$ cat src/rtl/mem_port_arbiter.sv
// mem_port_arbiter
// ----------------
// Shares one 256x8 synchronous memory among three requesters: instruction
// fetch (F), data load/store (D) and a host/debug loader (H). Only one access
// is in flight at a time. Each access walks IDLE -> ISSUE -> RESP. From RESP
// the next access can be issued back-to-back, so sustained throughput is one
// access every two cycles.
//
// Arbitration
//   Default build (MEM_ARB_RR_EN undefined):
//     fixed priority D > F > H, plus an aging counter. When H has waited
//     AGE_MAX cycles it is promoted to top priority, so it cannot starve.
//   MEM_ARB_RR_EN defined:
//     round-robin over F, D, H. The search starts one past the last winner.
//
// Ports
//   clk_i, rst_i                clock, synchronous active-high reset
//   f_req_i, f_addr_i           fetch read request, held until f_ack_o
//   d_req_i, d_we_i, d_addr_i,  data load/store request, held until d_ack_o
//   d_wdata_i
//   h_req_i, h_we_i, h_addr_i,  host read/write request, held until h_ack_o
//   h_wdata_i
//   f_ack_o, d_ack_o, h_ack_o   one-cycle completion pulses, at most one high
//   rdata_o                     pass-through of mem_rdata_i, valid on read acks
//   mem_en_o, mem_we_o,         registered memory strobes, address and data
//   mem_addr_o, mem_wdata_o
//   mem_rdata_i                 memory read data, valid the cycle after mem_en_o
//   grant_id_o                  current/last owner: 0=F 1=D 2=H
//   busy_o                      high whenever the FSM is not IDLE
module mem_port_arbiter #(
  parameter int ADDR_W  = 8,
  parameter int DATA_W  = 8,
  parameter int AGE_MAX = 4
) (
  input  logic              clk_i,
  input  logic              rst_i,
  input  logic              f_req_i,
  input  logic [ADDR_W-1:0] f_addr_i,
  output logic              f_ack_o,
  input  logic              d_req_i,
  input  logic              d_we_i,
  input  logic [ADDR_W-1:0] d_addr_i,
  input  logic [DATA_W-1:0] d_wdata_i,
  output logic              d_ack_o,
  input  logic              h_req_i,
  input  logic              h_we_i,
  input  logic [ADDR_W-1:0] h_addr_i,
  input  logic [DATA_W-1:0] h_wdata_i,
  output logic              h_ack_o,
  output logic [DATA_W-1:0] rdata_o,
  output logic              mem_en_o,
  output logic              mem_we_o,
  output logic [ADDR_W-1:0] mem_addr_o,
  output logic [DATA_W-1:0] mem_wdata_o,
  input  logic [DATA_W-1:0] mem_rdata_i,
  output logic [1:0]        grant_id_o,
  output logic              busy_o
);

  typedef enum logic [1:0] {
    ST_IDLE  = 2'd0,
    ST_ISSUE = 2'd1,
    ST_RESP  = 2'd2
  } state_t;

  localparam logic [1:0] ID_F = 2'd0;
  localparam logic [1:0] ID_D = 2'd1;
  localparam logic [1:0] ID_H = 2'd2;

  state_t              state_q;
  logic                mem_en_q;
  logic                mem_we_q;
  logic [ADDR_W-1:0]   mem_addr_q;
  logic [DATA_W-1:0]   mem_wdata_q;
  logic [1:0]          grant_q;

  logic [3:0]          req_vec;   // {pad, H, D, F}
  logic                arb_valid;
  logic [1:0]          arb_id;

`ifdef MEM_ARB_RR_EN
  logic [1:0]          rr_last_q;
  logic [1:0]          rr_last_d;
`else
  localparam logic [3:0] AGE_LIM = 4'(AGE_MAX);
  logic [3:0]          age_q;
  logic [3:0]          age_d;
`endif

  // Requests that may compete this cycle. ISSUE never arbitrates.
  // In RESP the port being acked is masked, so it cannot win again
  // while its own ack is still on the wire.
  always_comb begin
    req_vec = {1'b0, h_req_i, d_req_i, f_req_i};
    if (state_q == ST_ISSUE) begin
      req_vec = 4'b0000;
    end else if (state_q == ST_RESP) begin
      req_vec[grant_q] = 1'b0;
    end
  end

`ifdef MEM_ARB_RR_EN
  // Round-robin. The three search orders are rotations of F,D,H,
  // starting just after the last winner.
  always_comb begin
    logic [1:0] o0, o1, o2;
    case (rr_last_q)
      ID_F:    begin o0 = ID_D; o1 = ID_H; o2 = ID_F; end
      ID_D:    begin o0 = ID_H; o1 = ID_F; o2 = ID_D; end
      default: begin o0 = ID_F; o1 = ID_D; o2 = ID_H; end
    endcase
    arb_valid = 1'b1;
    arb_id    = o0;
    if (req_vec[o0])      arb_id = o0;
    else if (req_vec[o1]) arb_id = o1;
    else if (req_vec[o2]) arb_id = o2;
    else                  arb_valid = 1'b0;
    rr_last_d = arb_valid ? arb_id : rr_last_q;
  end
`else
  // Fixed priority D > F > H, unless H has aged out.
  // The age counts every cycle H waits, including ISSUE cycles where
  // nobody can win. It clears when H wins or drops its request.
  always_comb begin
    arb_valid = 1'b1;
    arb_id    = ID_D;
    if (req_vec[ID_H] && (age_q >= AGE_LIM)) arb_id = ID_H;
    else if (req_vec[ID_D])                  arb_id = ID_D;
    else if (req_vec[ID_F])                  arb_id = ID_F;
    else if (req_vec[ID_H])                  arb_id = ID_H;
    else                                     arb_valid = 1'b0;

    if (!h_req_i || (arb_valid && arb_id == ID_H)) begin
      age_d = 4'd0;
    end else if (age_q < AGE_LIM) begin
      age_d = age_q + 4'd1;
    end else begin
      age_d = age_q;
    end
  end
`endif

  // Main FSM. The memory strobes and grant id are registered here.
  // A winner in IDLE or RESP loads its command and moves to ISSUE.
  // The ISSUE cycle always drops the strobe and moves to RESP.
  always_ff @(posedge clk_i) begin
    if (rst_i) begin
      state_q     <= ST_IDLE;
      mem_en_q    <= 1'b0;
      mem_we_q    <= 1'b0;
      mem_addr_q  <= '0;
      mem_wdata_q <= '0;
      grant_q     <= ID_F;
`ifdef MEM_ARB_RR_EN
      rr_last_q   <= ID_H;
`else
      age_q       <= 4'd0;
`endif
    end else begin
`ifdef MEM_ARB_RR_EN
      rr_last_q <= rr_last_d;
`else
      age_q     <= age_d;
`endif
      case (state_q)
        ST_IDLE, ST_RESP: begin
          if (arb_valid) begin
            state_q  <= ST_ISSUE;
            mem_en_q <= 1'b1;
            grant_q  <= arb_id;
            case (arb_id)
              ID_D: begin
                mem_we_q    <= d_we_i;
                mem_addr_q  <= d_addr_i;
                mem_wdata_q <= d_wdata_i;
              end
              ID_H: begin
                mem_we_q    <= h_we_i;
                mem_addr_q  <= h_addr_i;
                mem_wdata_q <= h_wdata_i;
              end
              default: begin
                mem_we_q   <= 1'b0;
                mem_addr_q <= f_addr_i;
              end
            endcase
          end else begin
            state_q  <= ST_IDLE;
            mem_en_q <= 1'b0;
            mem_we_q <= 1'b0;
          end
        end
        ST_ISSUE: begin
          state_q  <= ST_RESP;
          mem_en_q <= 1'b0;
          mem_we_q <= 1'b0;
        end
        default: begin
          state_q  <= ST_IDLE;
          mem_en_q <= 1'b0;
          mem_we_q <= 1'b0;
        end
      endcase
    end
  end

  // Acks decode from the state alone. Only one port owns RESP,
  // so two acks can never be high together.
  assign f_ack_o = (state_q == ST_RESP) && (grant_q == ID_F);
  assign d_ack_o = (state_q == ST_RESP) && (grant_q == ID_D);
  assign h_ack_o = (state_q == ST_RESP) && (grant_q == ID_H);

  assign rdata_o     = mem_rdata_i;
  assign mem_en_o    = mem_en_q;
  assign mem_we_o    = mem_we_q;
  assign mem_addr_o  = mem_addr_q;
  assign mem_wdata_o = mem_wdata_q;
  assign grant_id_o  = grant_q;
  assign busy_o      = (state_q != ST_IDLE);

endmodule

$ cat config.mk
export PLATFORM = sky130hd
export DESIGN_NAME = mem_port_arbiter
export DESIGN_NICKNAME = d
export VERILOG_FILES = /design/src/rtl/mem_port_arbiter.sv
export SDC_FILE = /design/constraint.sdc
export NUM_CORES = 1
export LEC_CHECK = 0
export BUFFER_PORTS_ARGS = -buffer_cell sky130_fd_sc_hd__buf_2
export CAP_MARGIN = 20
export CORE_UTILIZATION = 40
export CTS_CLUSTER_DIAMETER = 80
export DETAILED_ROUTE_END_ITERATION = 10
export PLACE_DENSITY_LB_ADDON = 0.05
export SETUP_SLACK_MARGIN = 0.02
export SYNTH_ARGS = -nofsm -noshare
export SYNTH_HDL_FRONTEND = slang
export SYNTH_SLANG_ARGS = --single-unit
$ cat constraint.sdc
create_clock -name clk_i -period 7.7 [get_ports clk_i]
set_clock_uncertainty 0.15 [all_clocks]
set_input_delay 0.385 -clock clk_i [delete_from_list [all_inputs] [get_ports clk_i]]
set_output_delay 0.385 -clock clk_i [all_outputs]
set_load 0.1 [all_outputs]
=== Yosys cells after proc, flatten, opt, wreduce, memory -nomap -nowiden ===
Cells that the tools add are included.

* Flip-flop bits (word level): 26
* Input port bits: 55
* Logic and storage cells: 58
* Output and inout bits: 32

* $add $sub $neg: 1
* Reductions and logical operators: 18
* Bitwise operators: 4
* Muxes and demuxes: 18
* Equality and inequality tests: 6
* $lt $le $gt $ge: 4

{| class="wikitable"
|+ Operator list
! operator !! number
|-
| 8-bit one-hot mux with 2 select lines || 2
|-
| 2-bit two-way mux || 4
|-
| 1-bit two-way mux || 7
|-
| 2-bit by 1-bit equality test with 1-bit output (second input constant) || 3
|-
| 2-bit equality test (second input constant) || 3
|-
| 1-bit logical AND || 6
|-
| 3-bit two-way mux || 2
|-
| 2-bit OR reduction || 3
|-
| 4-bit by 1-bit adder with 4-bit output (second input constant) || 1
|-
| 4-bit by 3-bit greater-or-equal comparator with 1-bit output (second input constant) || 1
|-
| 2-bit logical NOT || 2
|-
| 4-bit by 3-bit < comparator with 1-bit output (second input constant) || 1
|-
| 2-bit one-hot mux with 2 select lines || 1
|-
| 2-bit nonzero test || 2
|-
| 3-bit bitwise AND || 1
|-
| 2-bit by 3-bit < comparator with 1-bit output (second input constant) || 1
|-
| 3-bit inverter || 1
|-
| 3-bit AND reduction || 1
|-
| 3-bit OR reduction || 1
|-
| 1-bit demux with 2-bit select || 1
|-
| 2-bit by 1-bit greater-or-equal comparator with 1-bit output (second input constant) || 1
|-
| 1-bit inverter || 2
|-
| 1-bit one-hot mux with 2 select lines || 1
|-
| 2-bit AND reduction || 1
|-
| 2 further kinds || 2
|}

=== Depth between registers and ports, before layout ===
Gate-level depths: netlist of run 1.

* Word-level depth: 16
* Depth in mapped cells: 10
* Depth with buffers taken out: 9

=== Worst setup path before layout of run 1 ===
OpenSTA, ideal clock, no wires.

* Kind: reg-to-output
* From: reg grant_q[0], in the netlist grant_id_o[0]
* To: out f_ack_o
* Cell stages (with the launch flop): 2
* Data required time: 7165 ps
* Setup slack: 4254 ps
* Arrival: 2911 ps
* Cells stage by stage: dfxtp_1 -> nor3_1

* Word-level cells in the longest chain between the ends: 2

{| class="wikitable"
|+ RTL lines
! item !! RTL line !! source
|-
| start: declaration || 75 || <nowiki>logic [1:0] grant_q;</nowiki>
|-
| start signal: assignment || 170 || <nowiki>grant_q <= arb_id;</nowiki>
|-
| 2-bit logical NOT || 209 || <nowiki>assign f_ack_o = (state_q == ST_RESP) && (grant_q == ID_F);</nowiki>
|-
| 1-bit logical AND || 209 ||
|-
| end: declaration || 39 || <nowiki>output logic f_ack_o,</nowiki>
|}

No other way between the ends.

=== Final worst setup path of run 1 ===
* From: reg state_q[1]
* To: reg mem_wdata_q[7], in the netlist mem_wdata_o[7]

* Word-level cells in the longest chain between the ends: 10

{| class="wikitable"
|+ RTL lines
! item !! RTL line !! source
|-
| start: declaration || 70 || <nowiki>state_t state_q;</nowiki>
|-
| start signal: assignment || 148 || <nowiki>state_q <= ST_IDLE;</nowiki>
|-
| start signal: assignment || 168 || <nowiki>state_q <= ST_ISSUE;</nowiki>
|-
| start signal: assignment || 188 || <nowiki>state_q <= ST_IDLE;</nowiki>
|-
| 2-bit equality test || 97, 165 ||
|-
| 3-bit two-way mux || 97 || <nowiki>end else if (state_q == ST_RESP) begin</nowiki>
|-
| 3-bit two-way mux || 95 || <nowiki>if (state_q == ST_ISSUE) begin</nowiki>
|-
| 2-bit two-way mux || 130 || <nowiki>else if (req_vec[ID_H]) arb_id = ID_H;</nowiki>
|-
| 2-bit two-way mux || 129 || <nowiki>else if (req_vec[ID_F]) arb_id = ID_F;</nowiki>
|-
| 2-bit two-way mux || 128 || <nowiki>else if (req_vec[ID_D]) arb_id = ID_D;</nowiki>
|-
| 2-bit two-way mux || 127 || <nowiki>if (req_vec[ID_H] && (age_q >= AGE_LIM)) arb_id = ID_H;</nowiki>
|-
| 2-bit equality test / 2-bit by 1-bit equality test with 1-bit output (equally long branches) || 171 || <nowiki>case (arb_id)</nowiki>
|-
| 2-bit nonzero test (no source line) || -- ||
|-
| 3-bit AND reduction (no source line) || -- ||
|-
| end signal: assignment || 175 || <nowiki>mem_wdata_q <= d_wdata_i;</nowiki>
|-
| end signal: assignment || 180 || <nowiki>mem_wdata_q <= h_wdata_i;</nowiki>
|-
| end: declaration || 74 || <nowiki>logic [DATA_W-1:0] mem_wdata_q;</nowiki>
|}

Several ways; a longest one is shown, not always the timed one.
A chain may end at the register's enable or synchronous reset.

==> metrics.md, run 1 <==
| Metric | Value |
|---|---|
| Synth cell types | 39 |
| Most frequent cells after synthesis | dfxtp_1 (26), nor2_1 (14), inv_1 (13), a21oi_1 (11), clkbuf_1 (11) |
| Number of global-route vias before repair | around 1.3k |
| Lkg Pwr | between 0.8 and 0.9 nW |
| Yosys top cell area share | approximately 33% |
| Layout Nets | 286 |
| DRC Markers | 0 |
| CTS tree | built |
| Iteration count of the initial detailed-routing pass | 4 |
| GRT overflow | 0 |
| Post-route minimum period | 3050 ps |
| Synth Flop Type | dfxtp_1 |
| Io pins | slightly below 90 |
| Setup tns final | 0 ps |
| Design Power | approximately 0.51 mW |
| Reg clk slew, reported paths | 90 ps |
| Starting Density | a little over two fifths |
| DRT iter0 DRCs | between 60 and 70 |
| Top delay family on crit path | simple AND/OR/NAND/NOR gates |
| DR vias | roughly 1.5k |
| FF-to-FF path depth | 7 |
| Fin Hold WS | approximately 290 ps |
| Max_cap viols | 0 |
| Clk_lat worst skew | around 260 ps |
| Status | finished, final reports clean |
| Row cnt | 22 |
| CP Max Fanout | 25 |
| Routability Congestion | between 0.8 and 0.9 |
| Vias/cell | ~5.5 |
| Post-CTS setup buffer count | 0 |
| Yosys warns | 0 |
| Synth area leader | dfxtp_1 |
| Post-DP HPWL | 2760 um |
| Count of final setup violators | 0 |
| Clock tree buffer depth | 2 |
| Setup crit start kind | flip-flop |
| Filler cells | about 360 |
| Hold WC Path Type | input port to flip-flop |
| Avg Cell Area, Syn | a little over 9 um2 |
| Share of layout cells above drive strength 1 | between 40% and 50% |
| Crit end category | flip-flop |
| Full die area | between 4000 and 5000 um2 |
| WP data required | about 7700 ps |
| Peak per-stage delay on the critical path | 760 ps |
| Gate power share | 53.1% |
| Core area | between 3000 and 4000 um2 |
| Hold path cells | 3 |
| Rel. slew slack | roughly two fifths |
| Sink Count | 26 |
| Switch share | 51.3% |
| Peak VDD IR | ~0.14 mV |
| CTS root buf | clkbuf_8 |
| Total internal power | ~0.25 mW |
| Antenna fix cells | 0 |
| Die H | between 60 and 70 um |
| Area of the multi-input gates | 901 um2 |
| Detailed Route WL | about 3800 um |
| Number of cells on the critical path | 7 |
| Syn_nets | roughly 230 |
| Register Area | ~520 um2 |
| Synth area leaders | dfxtp_1 (33%), a221oi_2 (7.6%), nand4b_1 (5.0%) |
| Area grow syn2layout | 21.1% |
| DR WL/cell | approximately 14 um |
| Final setup margin | roughly 4600 ps |
| Slowest-stage cell, CP | ha_1 |
| Mapped cell area | 1590 um2 |
| First-pass GRT wire length | slightly below 6000 um |
| Crit-path cells | or4bb_1 -> o2111ai_1 -> nand2_1 -> and2_1 -> ha_1 -> a21o_1 -> a221oi_2 |
| Pwr/cell area | ~270 nW/um2 |
| Hold Buf Count CTS | 0 |
| Count leader, synth | dfxtp_1 |
| Worst path bufs/invs | 0 |
| EDFF count, synth | 0 |
| Fin crit share | 39.7% |
| Crit path arrival time | between 3000 and 4000 ps |
| Final core utilization | 51.3% |
| Worst-Margin Slew | approximately 890 ps |
| #FFs+latches synth | 26 |
| Antenna violations before repair | 0 |
| Endpoints failing hold | 0 |
| Tot GR Track Use | 17.5% |
| Kind of critical path | flip-flop to flip-flop |
| Reg power frac | about a third |
| Max Fclk | about 330 MHz |
| Unrepaired setup endpoints after global routing | false |
| Largest net degree at the start of global routing | 36 |
| Power share of the clock group | ~15% |
| Max-slew violation count | 0 |
| Net switching power | about 0.26 mW |
| Die X-Extent | ~65 um |
| Post-synth ARST share | 0% |
| Total CTS buffers | 3 |
| Setup WS pre-CTS | around 4600 ps |
| Post-cts gate resize count | 0 |
| Sequential-to-total area share from yosys stat | between 30 and 40% |
| # H-tree levels | 1 |
| # port buffers | 70 |
| Mapped Cells | between 150 and 200 |
| Post-route ant nets | 0 |
-- flip-flops by register name, indices dropped and copies added, names as in the netlist --
register     flops
mem_addr_o       8
mem_wdata_o      8
age_q            4
grant_id_o       2
state_q          2
mem_en_o         1
mem_we_o         1
-- power by group through the flow --
stage / registers (mW) / clock network [mW] / logic [mW]
3_5_place_dp: 0.168 / 0 / 0.273
5_1_grt: 0.167 / 0.0830 / 0.287
6_report: 0.165 / 0.0750 / 0.272
2_1_floorplan: 0.289 / 0 / 0.124
3_3_place_gp: 0.167 / 0 / 0.270
4_1_cts: 0.165 / 0.0780 / 0.273
-- path summary, 6_finish.rpt --
| kind | slack (ps) | startpoint | to |
|---|---|---|---|
| worst max-delay path | 4650 | state_q[1] | mem_wdata_o[7] |
| worst min-delay path | 290 | d_we_i | mem_we_o |
| worst max register to register | 4650 | state_q[1] | mem_wdata_o[7] |
| worst min register to register | 310 | mem_wdata_o[1] | mem_wdata_o[1] |
-- worst min-delay path: stages --
cell and delay (ps):
buf_2 80, a22oi_1 50, nor3_1 130
-- final cells by class --
cell class	instances	area share, %
tap	48	3.13
inverter	13	2.54
timing repair buffer	70	18.2
multi-input combinational	113	46.9
clock buffer	3	2.15
sequential	26	27.1
-- through the flow --
stage                     instance area [um2]  instances
after floorplan                          1590        174
after CTS                                1920        273
after global routing                     1920        273
after global placement                   1880        270
final                                    1920        273
after detailed placement                 1880        270
-- cells in the final DEF, fill, tap and decap left out, drive strengths merged --
cell / instances
and2: 1
nand4bb: 1
buf: 70
nor2b: 8
a211oi: 9
o41ai: 1
o21a: 1
a22oi: 9
o221a: 1
o21ai: 2
mux2: 1
nand2b: 1
nor3: 2
o31ai: 8
a221oi: 8
mux2i: 2
ha: 4
or2b: 1
nand2: 3
inv: 13
a21oi: 11
xnor2: 1
nand3: 2
o2111ai: 1
a21o: 1
nor2: 14
clkbuf: 3
nor4b: 4
dfxtp: 26
or3b: 1
o211ai: 1
nand4b: 9
o221ai: 1
or2: 2
and3: 1
or4bb: 1
-- logic make-up (layout without fill, tap and decap cells) --
logic type | count (synthesis) | in the layout | share of synthesized area (%)
and+or+nand+nor | 51 | 51 | 21.9
AOI/OAI and AO/OA | 54 | 54 | 29.2
adders and majority gates | 4 | 4 | 3.15
xor gates and xnor gates | 1 | 1 | 0.552
buffers and inverters | 35 | 86 | 10.4
DFF | 26 | 26 | 32.8
muxes | 3 | 3 | 1.97
-- per-layer routing --
layer  track usage [%]  wire [um]
met5                 0          0
met4              4.44         41
met3              2.11        212
met2              28.5       1810
met1              24.3       1750
Note: power is estimated with default switching activity, not from simulation.
==> run 2, diff against run 1 <==
ABC_AREA = 1   (was default)
clock period = 2.5 ns   (was 7.7 ns; I/O delays follow)
==> run 2 against run 1 <==
Via count is 2.2% higher; wire length decreased by 8.5%; final area grew 2.1%; core utilization rose by 1.9 points; critical endpoint is now mem_addr_o[2]; largest cell class unchanged.
==> metrics.md, run 2 <==
| Metric | Value |
|---|---|
| CTS root buf | clkbuf_8 (unchanged) |
| Number of global-route vias before repair | 1,377 (was 1,261) |
| Hold_sp | h_req_i (was d_we_i) |
| DR WL/cell | 10.2 um (was 13.9 um) |
| Post-synthesis compound-gate area fraction | 8.20% (was 29.2%) |
| Antenna fix cells | 0 (unchanged) |
| Synth cell types | 24 (was 39) |
| Detailed Route WL | 3490 um (was 3810 um) |
| Mapped Cells | 233 (was 174) |
| # port buffers | 70 (unchanged) |
| Slowest-stage cell, CP | ha_2 (was ha_1) |
| Non-filler cells, final | 342 (was 273) |
| Io pins | 87 (unchanged) |
| Starting Density | 41.8% (was 42.4%) |
| FF-to-FF path depth | 13 (was 7) |
| Critical path's most frequent cell | nand2_1 |
| Final setup margin | 274 ps (was 4650 ps) |
| DR vias | 1,530 (was 1,497) |
| Total CTS buffers | 3 (unchanged) |
| Count of final setup violators | 0 (unchanged) |
| DRC Markers | 0 (unchanged) |
| Reg2Reg Capture Point | mem_addr_o[2] (was mem_wdata_o[7]) |
| Reg clk slew, reported paths | 90 ps (about the same) |
| Critical path origin | state_q[0] (was state_q[1]) |
| Mapped cell area | 1540 um2 (was 1590 um2) |
| Gate power share | 52.4% (was 53.1%) |
| Count leader, synth | nand2_1 (was dfxtp_1) |
| Commonest non-fill, non-tap cells in the layout | buf_2 (70), nand2_1 (56), nor2_1 (37), inv_1 (31), dfxtp_1 (24) (was buf_2 (70), dfxtp_1 (26), nor2_1 (14), inv_1 (13), a21oi_1 (11)) |
| CP Max Fanout | 10 (was 25) |
| Most common cell after layout, fill and taps aside | buf_2 (unchanged) |
| Layout Nets | 354 (was 286) |
| Core area | 3690 um2 (was 3740 um2) |
| Yosys warns | 0 (unchanged) |
| Max Fclk | 449 MHz (was 327 MHz) |
| Post-DP HPWL | 2550 um (was 2760 um) |
| Vias/cell | 4.47 (was 5.48) |
| Largest family of logic cells by synthesized area | simple AND/OR/NAND/NOR gates (was compound AO/OA/AOI/OAI gates) |
| #FFs+latches synth | 26 (unchanged) |
| Setup WS pre-CTS | 218 ps (was 4640 ps) |
| Max-slew violation count | 0 (unchanged) |
| Power share of the clock group | 18.0% (was 14.7%) |
| Most frequent cells after synthesis | nand2_1 (56), nor2_1 (37), inv_1 (31), dfxtp_1 (26), a21oi_1 (20) (was dfxtp_1 (26), nor2_1 (14), inv_1 (13), a21oi_1 (11), clkbuf_1 (11)) |
| Total internal power | 0.850 mW (was 0.249 mW) |
| Tot GR Track Use | 18.0% (was 17.5%) |
| Post-synth ARST share | 0% (unchanged) |
| Net switching power | 0.872 mW (was 0.262 mW) |
| Die X-Extent | 64.1 um (was 65.0 um) |
| Syn_nets | 292 (was 233) |
| Area grow syn2layout | 27.4% (was 21.1%) |
| Routability Congestion | 0.804 (was 0.882) |
| Post-Synth Adder-Cell Area | 3.25% (was 3.15%) |
| Crit path arrival time | 2250 ps (was 3020 ps) |
| Row cnt | 22 (unchanged) |
| CTS tree | built (unchanged) |
| Mux contribution to synthesized area | 5.20% (was 1.97%) |
| Share of layout cells above drive strength 1 | 31.6% (was 40.9%) |
| Worst-Margin Slew | 738 ps (was 895 ps) |
| Synth area leaders | dfxtp_1 (34%), nand2_1 (14%), nor2_1 (9.0%) (was dfxtp_1 (33%), a221oi_2 (7.6%), nand4b_1 (5.0%)) |
| Setup tns final | 0 ps (unchanged) |
| Die H | 64.1 um (was 65.0 um) |
| Reg power frac | 29.6% (was 32.2%) |
| Endpoints failing hold | 0 (unchanged) |
| Full die area | 4100 um2 (was 4220 um2) |
| Fin crit share | 89.0% (was 39.7%) |
| Setup crit start kind | flip-flop (unchanged) |
| Antenna violations before repair | 0 (unchanged) |
| Status | finished, final reports clean (unchanged) |
| Hold EP | age_q[3] (was mem_we_o) |
| DRT iter0 DRCs | 47 (was 62) |
| Sink Count | 26 (unchanged) |
| Unrepaired setup endpoints after global routing | false (unchanged) |
| Hold WC Path Type | input port to flip-flop (unchanged) |
| Reg2reg start | state_q[0] (was state_q[1]) |
| Peak VDD IR | 0.356 mV (was 0.141 mV) |
| Largest net degree at the start of global routing | 21 (was 36) |
| Placed cell count | 337 (was 270) |
| Hold path cells | 3 (unchanged) |
| Iteration count of the initial detailed-routing pass | 4 (unchanged) |
| Clock tree buffer depth | 2 (unchanged) |
| Post-route minimum period | 2230 ps (was 3050 ps) |
| Sequential-to-total area share from yosys stat | 33.8% (was 32.8%) |
| Yosys top cell area share | 33.8% (was 32.8%) |
| Switch share | 50.6% (was 51.3%) |
| Fin Hold WS | 57.8 ps (was 286 ps) |
| Pwr/cell area | 878 nW/um2 (was 266 nW/um2) |
| Peak per-stage delay on the critical path | 390 ps (was 760 ps) |
| Rel. slew slack | 50.7% (was 40.0%) |
| Clk_lat worst skew | 270 ps (was 260 ps) |
| GRT overflow | 0 (unchanged) |
| First-pass GRT wire length | 5930 um (was 5780 um) |
| Max_cap viols | 0 (unchanged) |
| Avg Cell Area, Syn | 6.61 um2 (was 9.12 um2) |
| Synth area leader | dfxtp_1 (unchanged) |
| Synth Area in XOR/XNOR | 0.569% (was 0.552%) |
| Post-CTS setup buffer count | 0 (unchanged) |
| EDFF count, synth | 0 (unchanged) |
| Synth Flop Type | dfxtp_1 (unchanged) |
| Crit end category | flip-flop (unchanged) |
| # H-tree levels | 1 (unchanged) |
| Lkg Pwr | 1.09 nW (was 0.863 nW) |
| Kind of critical path | flip-flop to flip-flop (unchanged) |
| Crit-path cells | nor2_2 -> nand2_1 -> nand2_2 -> o21ai_0 -> nand2_1 -> inv_1 -> ha_2 -> buf_4 -> a21oi_1 -> a21oi_1 -> nand3_1 -> nand2_1 -> nor2_1 (was or4bb_1 -> o2111ai_1 -> nand2_1 -> and2_1 -> ha_1 -> a21o_1 -> a221oi_2) |
| Simple-gate area share of the yosys netlist | 33.6% (was 21.9%) |
| Reg-to-reg slack, setup | 270 ps (was 4650 ps) |
| WP data required | 2520 ps (was 7670 ps) |
| Post-route ant nets | 0 (unchanged) |
[run 2: layer usage]
metal  vias up  share of wire [%]  GRT usage [%]
met5         -                  0              0
li1        840                  -              -
met2        56                 42           27.4
met1       632                 52           26.2
met3         2                5.2           2.86
met4         0               0.57           4.26
[run 2: power groups by stage]
stage | Combinational (mW) | Clock (mW) | Sequential (mW)
finish | 0.902 | 0.311 | 0.510
global route | 0.976 | 0.332 | 0.517
CTS | 0.903 | 0.321 | 0.511
detailed placement | 0.898 | 0 | 0.520
global placement | 0.897 | 0 | 0.519
floorplan | 0.391 | 0 | 0.932
[run 2: cell families (layout without fill, tap and decap cells)]
kind of cell             Yosys count  count (layout)
AND/OR/NAND/NOR                  118             118
buffers and inverters             52             113
flip-flops                        26              26
AO/OA/AOI/OAI                     24              24
multiplexers                       8               8
adder cells (fa/ha/maj)            4               4
XOR/XNOR                           1               1
[run 2: how the worst max path moves through the flow]
stage	to	slack, ps
finish	mem_addr_o[2]	270
global route	mem_addr_o[0]	40
CTS	mem_addr_o[2]	180
detailed placement	mem_addr_o[2]	220
global placement	mem_addr_o[2]	250
floorplan	mem_addr_o[5]	50
[run 2: timing repair]
action,4_1_cts,5_1_grt
endpoints found under the hold margin,1,0
gates resized for setup,0,2
endpoints found under the setup margin,0,15
hold buffers,1,0
[run 2: final cells by class]
cell class / instances / area [um2]
clock buffers: 4 / 66.3
fillers: 388 / 1730
inverters: 34 / 128
multi-input cells: 155 / 790
flip-flops and latches: 26 / 528
well taps: 48 / 60.1
repair buffers: 75 / 390
[run 2: metrics by stage]
step           utilization (%)  total power, mW  cell area [um2]
6_report                  53.2             1.72             1960
5_1_grt                   53.2             1.83             1960
4_1_cts                   53.0             1.73             1960
3_5_place_dp              50.9             1.42             1880
3_3_place_gp              50.9             1.42             1880
2_1_floorplan                -             1.32             1550
[run 2: worst max-delay path: cells and delay by family (launching register included)]
family | cells | cell delay, ps
fa+ha+maj | 1 | 390
compound gates | 3 | 280
simple gates | 7 | 710
flops | 1 | 350
buf+inv | 2 | 250
